### src/rtl/shared_arith_slave.sv
// ---------------------------------------------------------------------------
// shared_arith_slave
//   Shared execution unit behind the two-master arbiter. Accepts one
//   operation per S_req/S_ack transaction: Select=0 adds, Select=1 runs an
//   iterative shift-add multiply (one multiplier bit per cycle, LSB first).
//   Results are unsigned modular; S_ovf reports carry-out (add) or any
//   non-zero upper product half (multiply).
//
// Ports
//   CLK        in   clock, rising edge
//   RSTn       in   asynchronous active-low reset
//   S_req      in   request from arbiter, held until S_ack
//   Select     in   0 = add, 1 = multiply (sampled at accept)
//   S_Data1    in   operand A (sampled at accept)
//   S_Data2    in   operand B (sampled at accept)
//   S_Dataout  out  result, held until the next completed operation
//   S_ack      out  registered one-cycle completion pulse
//   S_ovf      out  overflow flag of the last completed operation
//   S_busy     out  high while an operation is executing or completing
// ---------------------------------------------------------------------------
module shared_arith_slave #(
   parameter int WIDTH = 25,
   parameter int CNT_W = 5
) (
   input  logic             CLK,
   input  logic             RSTn,
   input  logic             S_req,
   input  logic             Select,
   input  logic [WIDTH-1:0] S_Data1,
   input  logic [WIDTH-1:0] S_Data2,
   output logic [WIDTH-1:0] S_Dataout,
   output logic             S_ack,
   output logic             S_ovf,
   output logic             S_busy
);

   typedef enum logic [1:0] {
      IDLE     = 2'd0,
      EXEC_ADD = 2'd1,
      EXEC_MUL = 2'd2,
      DONE     = 2'd3
   } state_t;

   state_t state, next_state;

   // a_q is 2*WIDTH wide so it doubles as the left-shifting multiplicand;
   // the add path only uses its low WIDTH bits.
   logic [2*WIDTH-1:0] a_q;
   logic [WIDTH-1:0]   b_q;
   logic [2*WIDTH-1:0] acc;
   logic [CNT_W-1:0]   cnt;

   logic [WIDTH:0]     add_sum;
   logic [2*WIDTH-1:0] mul_sum;

   assign add_sum = {1'b0, a_q[WIDTH-1:0]} + {1'b0, b_q};
   // Partial-product accumulation for the current multiplier bit.
   assign mul_sum = acc + (b_q[0] ? a_q : '0);

   assign S_busy = (state != IDLE);

   // State register
   always_ff @(posedge CLK or negedge RSTn) begin
      if (!RSTn) begin
         state <= IDLE;
      end else begin
         state <= next_state;
      end
   end

   // Next-state logic
   always_comb begin
      next_state = state;
      case (state)
         IDLE: begin
            if (S_req) begin
               next_state = Select ? EXEC_MUL : EXEC_ADD;
            end
         end
         EXEC_ADD: begin
            next_state = S_req ? DONE : IDLE;
         end
         EXEC_MUL: begin
            if (!S_req) begin
               next_state = IDLE;
            end else if (cnt == '0) begin
               next_state = DONE;
            end
         end
         DONE: begin
            next_state = IDLE;
         end
         default: begin
            next_state = IDLE;
         end
      endcase
   end

   // Datapath and registered outputs
   always_ff @(posedge CLK or negedge RSTn) begin
      if (!RSTn) begin
         a_q       <= '0;
         b_q       <= '0;
         acc       <= '0;
         cnt       <= '0;
         S_Dataout <= '0;
         S_ovf     <= 1'b0;
         S_ack     <= 1'b0;
      end else begin
         // Ack is decoded from the state being entered, so it is a clean
         // flop output that is high exactly while in DONE.
         S_ack <= (next_state == DONE);
         case (state)
            IDLE: begin
               if (S_req) begin
                  a_q <= {{WIDTH{1'b0}}, S_Data1};
                  b_q <= S_Data2;
                  acc <= '0;
                  cnt <= CNT_W'(WIDTH - 1);
               end
            end
            EXEC_ADD: begin
               if (S_req) begin
                  S_Dataout <= add_sum[WIDTH-1:0];
                  S_ovf     <= add_sum[WIDTH];
               end
            end
            EXEC_MUL: begin
               if (S_req) begin
                  acc <= mul_sum;
                  a_q <= a_q << 1;
                  b_q <= b_q >> 1;
                  cnt <= cnt - 1'b1;
                  if (cnt == '0) begin
                     S_Dataout <= mul_sum[WIDTH-1:0];
                     S_ovf     <= |mul_sum[2*WIDTH-1:WIDTH];
                  end
               end
            end
            default: begin
            end
         endcase
      end
   end

endmodule

### config.mk
export PLATFORM = sky130hd
export DESIGN_NAME = shared_arith_slave
export DESIGN_NICKNAME = d
export VERILOG_FILES = /design/src/rtl/shared_arith_slave.sv
export SDC_FILE = /design/constraint.sdc
export NUM_CORES = 1
export LEC_CHECK = 0
export ABC_CLOCK_PERIOD_IN_PS = 9810
export BUFFER_PORTS_ARGS = -buffer_cell sky130_fd_sc_hd__buf_2
export CORE_MARGIN = 5
export CORE_UTILIZATION = 45
export CTS_CLUSTER_DIAMETER = 60
export DETAILED_ROUTE_END_ITERATION = 10
export PLACE_DENSITY = 0.7
export REMOVE_ABC_BUFFERS = 1
export SYNTH_ARGS = -nofsm -noshare
export SYNTH_HDL_FRONTEND = slang
export SYNTH_SLANG_ARGS = --single-unit
### constraint.sdc
create_clock -name CLK -period 9.81 [get_ports CLK]
set_input_delay 1.962 -clock CLK [delete_from_list [all_inputs] [get_ports CLK]]
set_output_delay 1.962 -clock CLK [all_outputs]
set_load 0.02 [all_outputs]
==> key figures, run 1 <==
Outcome
  – Status: completed

Synthesis
  – Unique cell type count in the Yosys netlist: 84
  – Ys async rst share: 100%
  – Post-synthesis register bit count: 159
  – YS warnings: 0
  – Sequential fraction of the synthesis area: 36.1%
  – Mapped Area: 0.0110 mm^2
  – Primary FF master, synth: dfrtp_1
  – Post-Syn Instances: 1245
  – EDFF count, synth: 0
  – Syn Area/Cell: 8.85 um^2
  – Share of the synthesized area in the top cell type: 36.1%
  – Synth area leader: dfrtp_1
  – Area contributors post-synth: dfrtp_1 (36%), ha_1 (8.6%), a21oi_1 (6.2%)

Critical path
  – WP data required: 10.13 ns
  – CP Launch Type: register
  – Crit path max fanout: 27
  – Worst Path Class, Setup: register to register
  – Critical path arrival: 4.76 ns
  – Worst Setup End Kind: register
  – Worst-path cell chain: ha_1 -> ha_1 -> inv_1 -> fa_1 -> nand2b_1 -> a21oi_1 -> o41ai_1 -> o21ai_0 -> a21boi_0 -> or4_1 -> nand3_1 -> nand2_1 -> a2111oi_0 -> and4_1 -> a21oi_1
  – Slowest Stage Delay on Critical Path: 0.82 ns
  – CP max stage cell: dfrtp_1

Layout
  – Area of the multi-input gates: 0.00661 mm^2
  – Antenna diode count: 0
  – Most frequent cells in the layout: dfrtp_1 (158), a21oi_1 (137), nand2_1 (122)
  – Fin area: 0.0122 mm^2
  – Sequential standard cell area: 0.00398 mm^2
  – Nets: 1421
  – Synth-to-Final Area Change: 10.6%
  – Share of cells above drive strength 1: 11.8%
  – Fill cells: 2295
  – Most common cell after layout, fill and taps aside: dfrtp_1

Route
  – Routed WL: 28300 um
  – # DRC: 0
  – Vias per Instance: 5.73
  – TritonRoute pass-1 iters: 5
  – Routed wire per std cell: 17.4 um
  – Final ANT Viol Nets: 0
  – Starting DRT DRC Count: 666
  – Via count: 9310

Min path
  – Hold crit path type: register to register

Power
  – PD cells: 216 mW/mm^2
  – Switching share of power: 40.3%
  – Clk pwr share: 26.6%
  – IR drop worst, VDD: 0.116 mV
  – Comb pwr share: 39.5%
  – Tot Pwr: 2.64 mW
  – Reg power frac: 33.9%
  – Psw: 1.06 mW
  – P_int: 1.57 mW
  – Leakage Power: 5.55 nW

STA
  – Slew Viols, Final: 0
  – Relative max-transition margin: 28.6%
  – Setup slack after layout: 5.37 ns
  – Hold Vio Cnt, Final: 0
  – Post-route setup TNS: 0 ns
  – RSZ-0062 raised after global routing: no
  – Hold Slack: 0.489 ns
  – Slew @ Worst Pin: 1.07 ns
  – Fmax: 225 MHz
  – Final period util: 45.3%
  – Setup violators final: 0
  – Final min period: 4.44 ns
  – Fin Clk Skew: 0.0253 ns

Global route
  – Largest net degree at the start of global routing: 84
  – First-pass GRT wire length: 47400 um
  – Grt ovf: 0
  – Initial antenna violation count: 0
  – Number of global-route vias before repair: 9267
  – Gr usage total: 20.5%

Clock network
  – CTS Hold Bufs: 0
  – Clock tree sinks: 159
  – CTS tree: built
  – Max clock buf depth: 2
  – Clock-pin slew on the worst setup and hold paths: 0.07 ns
  – Gates resized, CTS repair: 0
  – Worst skew pair latency: 0.44 ns
  – CTS Root Buffer Type: clkbuf_16
  – Total CTS buffers: 17
  – CTS H-tree depth: 4
  – Post-CTS setup buffer count: 0

Floorplan
  – I/O pins: 82
  – Row count: 57
  – Full die area: 0.0277 mm^2
  – Core area: 0.0242 mm^2
  – Die height: 166 um
  – Initial Utilization: 45.6%
  – Die W: 166 um

Placed design
  – Dpl ws: 5.38 ns
  – Last weighted congestion value of the routability-driven placer: 0.934
  – Post-DP HPWL: 20400 um
  – Area after DPL: 0.0116 mm^2
  – PortBufs: 81

Run
  – Max_cap viols: 0
per-layer routing:
layer  global-route usage [%]  part of all wire [%]
met5                        0                     0
met4                     5.09                   1.6
met3                     3.27                   3.4
met2                     35.3                    49
met1                     27.1                    46
power by group through the flow:
| stage | logic, mW | registers (mW) | clock network (mW) |
|---|---|---|---|
| 2_1_floorplan | 0.713 | 0.942 | 0 |
| 3_3_place_gp | 1.02 | 0.903 | 0 |
| 3_5_place_dp | 1.04 | 0.906 | 0 |
| 4_1_cts | 1.04 | 0.895 | 0.713 |
| 5_1_grt | 1.17 | 0.911 | 0.745 |
| 6_report | 1.04 | 0.893 | 0.701 |
final timing paths:
path                       slack [ns]  depth (start not counted)       endpoint    start
hold / removal                   0.49                          2        acc[16]  acc[16]
max in group asynchronous        6.72                          2  S_Dataout[18]     RSTn
setup / recovery                 5.37                         15          S_ovf   b_q[0]
setup reg to reg                 5.37                         15          S_ovf   b_q[0]
min in group asynchronous        1.55                          1        acc[39]     RSTn
hold reg to reg                  0.49                          2        acc[16]  acc[16]
state kept, by name, indices dropped and copies added (netlist names):
name	cells
a_q	50
acc	50
S_Dataout	25
b_q	25
cnt	5
state	2
S_ack	1
S_ovf	1
cell families (layout without fill, tap and decap cells):
group / after synthesis / count (layout) / synth area share [%]
XOR/XNOR: 55 / 55 / 4.37
AO/OA/AOI/OAI: 413 / 413 / 24.1
flip-flops: 159 / 159 / 36.1
AND/OR/NAND/NOR: 402 / 402 / 17.7
adder cells (fa/ha/maj): 78 / 78 / 9.00
buffers and inverters: 87 / 144 / 4.04
multiplexers: 51 / 51 / 4.64
worst max-delay path: cells and delay by family, from the launching register on:
kind | cells | cell delay [ns]
compound gates | 6 | 1.31
simple gates | 5 | 1.18
buf+inv | 1 | 0.07
flops | 1 | 0.82
fa+ha+maj | 3 | 0.97
stage by stage:
| stage | utilization [%] | instances |
|---|---|---|
| after floorplan | - | 1179 |
| after global placement | 47.8 | 1594 |
| after detailed placement | 47.8 | 1594 |
| after CTS | 50.4 | 1626 |
| after global routing | 50.4 | 1626 |
| final | 50.4 | 1626 |
cell type report:
type / count / share of cell area (%)
Clock buffer: 17 / 3.49
Clock inverter: 15 / 1.61
Inverter: 21 / 0.647
Multi-Input combinational cell: 999 / 54.2
Sequential cell: 159 / 32.7
Tap cell: 324 / 3.33
Timing Repair Buffer: 91 / 3.99
cell usage after synthesis (all sizes together), types with 15 or more instances:
cell    count
clkbuf     48
and2       51
ha         76
nor2      113
a21o       35
a22o       43
a31oi      26
nand2     123
mux2i      51
xor2       23
a21oi     138
buf        15
nand4      15
nor3       16
inv        21
o21ai      87
nand3      24
dfrtp     159
xnor2      32
Note: power is estimated with default switching activity, not from simulation.
==> inputs of run 2 (changes only) <==
--- a/config.mk
+++ b/config.mk
@@ -5,7 +5,7 @@
 export SDC_FILE = /design/constraint.sdc
 export NUM_CORES = 1
 export LEC_CHECK = 0
-export ABC_CLOCK_PERIOD_IN_PS = 9810
+export ABC_CLOCK_PERIOD_IN_PS = 4200
 export BUFFER_PORTS_ARGS = -buffer_cell sky130_fd_sc_hd__buf_2
 export CORE_MARGIN = 5
 export CORE_UTILIZATION = 45
==> constraint.sdc (replaced) <==
create_clock -name CLK -period 4.2 [get_ports CLK]
set_input_delay 0.84 -clock CLK [delete_from_list [all_inputs] [get_ports CLK]]
set_output_delay 0.84 -clock CLK [all_outputs]
set_load 0.02 [all_outputs]
==> run 2 against run 1 <==
Flip-flop and latch count is the same; worst hold slack got worse by 0.063 ns; clock power increased by 130%; core utilization grew 0.76 points; non-clock buffer count up 20; count of clock-buffer cells in the layout increased by 1; design area grew 1.5%; sequential power grew 130%; critical path type unchanged; largest power group unchanged.
==> key figures, run 2 (synthesized netlist as in run 1, its figures left out) <==
Layout
  – Core Util, Final: 51.2% (+0.76 points)
  – Synth-to-Final Area Change: 12.3%
  – Share of cells above drive strength 1: 13.5% (+1.7 points)
  – Area of the multi-input gates: 0.00664 mm^2 (+0.53%)
  – Most common cell after layout, fill and taps aside: dfrtp_1
  – Top Registers: a_q (50), acc (50)
  – Sequential standard cell area: 0.00398 mm^2 (unchanged)
  – Fill cells: 2277 (-0.78%)
  – Most frequent cells in the layout: dfrtp_1 (158), a21oi_1 (137), nand2_1 (122)
  – Fin area: 0.0124 mm^2 (+1.5%)
  – Antenna diode count: 0 (unchanged)
  – Nets: 1441 (+1.4%)

Floorplan
  – Core area: 0.0242 mm^2 (unchanged)
  – Die height: 166 um (unchanged)
  – I/O pins: 82 (unchanged)
  – Full die area: 0.0277 mm^2 (unchanged)
  – Initial Utilization: 45.6% (unchanged)
  – Die W: 166 um (unchanged)
  – Row count: 57 (unchanged)

Power
  – PD cells: 500 mW/mm^2 (+130%)
  – Reg power frac: 33.3% (-0.6 points)
  – Leakage Power: 5.65 nW (+1.9%)
  – Tot Pwr: 6.19 mW (+130%)
  – Comb pwr share: 41.0% (+1.5 points)
  – IR drop worst, VDD: 0.272 mV (+140%)
  – Clk pwr share: 25.7% (-0.9 points)
  – Switching share of power: 40.6% (+0.26 points)
  – Psw: 2.51 mW (+140%)
  – P_int: 3.68 mW (+130%)

STA
  – Final period util: 97.2% (+52 points)
  – Hold Vio Cnt, Final: 0 (unchanged)
  – Fmax: 245 MHz (+8.9%)
  – Slew @ Worst Pin: 0.981 ns (-0.0904 ns)
  – Setup slack after layout: 0.118 ns (-5.25 ns)
  – Fin Clk Skew: 0.0186 ns (-0.00667 ns)
  – Slew Viols, Final: 0 (unchanged)
  – Setup violators final: 0 (unchanged)
  – Post-route setup TNS: 0 ns (unchanged)
  – Final min period: 4.08 ns (-0.362 ns)
  – Relative max-transition margin: 34.6% (+6.0 points)
  – RSZ-0062 raised after global routing: no

Critical path
  – Worst Setup End Kind: register
  – R2r endpoint: S_ovf
  – CP Capture Point: S_ovf
  – R2r setup slk: 0.12 ns (-5.25 ns)
  – Worst reg2reg startpoint: b_q[0]
  – Critical Path Start: b_q[0]
  – Register-to-Register Path Depth: 14 (-1)
  – Worst Path Class, Setup: register to register
  – Critical path arrival: 4.39 ns (-0.37 ns)
  – Crit path max fanout: 26 (-3.7%)
  – CP Launch Type: register
  – WP data required: 4.51 ns (-5.62 ns)

Route
  – Final ANT Viol Nets: 0 (unchanged)
  – Routed wire per std cell: 17.6 um (+1.2%)
  – Via count: 9390 (+0.86%)
  – Vias per Instance: 5.70 (-0.37%)
  – TritonRoute pass-1 iters: 5 (unchanged)
  – Starting DRT DRC Count: 634 (-4.8%)
  – # DRC: 0 (unchanged)
  – Routed WL: 29000 um (+2.4%)

Placed design
  – Last weighted congestion value of the routability-driven placer: 0.949 (+1.6%)
  – Dpl ws: 0.113 ns (-5.27 ns)
  – Area after DPL: 0.0117 mm^2 (+1.3%)
  – Post-DP HPWL: 21500 um (+5.5%)
  – PortBufs: 81 (unchanged)

Clock network
  – Max clock buf depth: 2 (unchanged)
  – CTS H-tree depth: 4 (unchanged)
  – Clock-pin slew on the worst setup and hold paths: 0.07 ns (about the same)
  – Total CTS buffers: 17 (unchanged)
  – CTS Root Buffer Type: clkbuf_16
  – CTS tree: built
  – Clock tree sinks: 159 (unchanged)
  – CTS Hold Bufs: 0 (unchanged)
  – Worst skew pair latency: 0.44 ns (about the same)

Global route
  – Number of global-route vias before repair: 9247 (-0.22%)
  – Gr usage total: 20.7% (+0.29 points)
  – Grt ovf: 0 (unchanged)
  – Largest net degree at the start of global routing: 75 (-11%)
  – First-pass GRT wire length: 48000 um (+1.4%)
  – Initial antenna violation count: 0 (unchanged)

Outcome
  – Status: completed

Run
  – Max_cap viols: 0 (unchanged)

Min path
  – Hold crit path type: primary input to async pin
[run 2: final cells by class]
class	count	share of cell area, %
tap	324	3.28
inverter	21	0.637
clock buffer	18	3.55
multi-input combinational	999	53.7
clock inverter	14	1.34
timing repair buffer	111	5.28
sequential	159	32.2
[run 2: worst max-delay path: stages (launching register included)]
cell and delay [ns]:
dfrtp_1 0.41, buf_4 0.22, and2_1 0.19, ha_1 0.40
and4_1 0.27, nor3b_1 0.26, o2111ai_2 0.24, a21oi_4 0.30
o21ai_1 0.09, nor3b_2 0.19, xnor2_1 0.18, or4b_1 0.55
nor4_1 0.34, and4_1 0.24, a21oi_1 0.06
[run 2: worst min-delay path by stage]
stage	from	endpoint	slack [ns]	cells after the start
2_1_floorplan	acc[0]	acc[0]	0.45	2
3_3_place_gp	acc[45]	acc[45]	0.47	2
3_5_place_dp	S_Dataout[13]	S_Dataout[13]	0.47	2
4_1_cts	RSTn	a_q[7]	0.46	1
5_1_grt	RSTn	S_ack	0.48	1
6_report	RSTn	S_ack	0.43	1
[run 2: layer usage]
metal | part of all wire [%] | track usage [%] | vias to the layer above
li1 | - | - | 4672
met1 | 47 | 28.0 | 4502
met2 | 48 | 35.1 | 177
met4 | 1.7 | 4.77 | 0
met3 | 3.5 | 3.60 | 39
met5 | 0 | 0 | -
[run 2: power groups by stage]
stage | Sequential (mW) | Clock [mW] | Combinational [mW]
after floorplan | 2.20 | 0 | 1.67
after global placement | 2.09 | 0 | 2.46
after detailed placement | 2.09 | 0 | 2.51
after CTS | 2.07 | 1.62 | 2.52
after global routing | 2.10 | 1.69 | 2.82
final | 2.06 | 1.59 | 2.54
[run 2: what timing repair did]
item | CTS | global route
buffers inserted | 0 | 1
setup endpoints to repair | 0 | 1
resized for setup | 0 | 11
[run 2: through the flow]
step	std cells	hold slack (ns)
6_report	1646	0.426
5_1_grt	1646	0.484
4_1_cts	1645	0.461
3_5_place_dp	1613	0.470
3_3_place_gp	1613	0.470
2_1_floorplan	1179	0.445
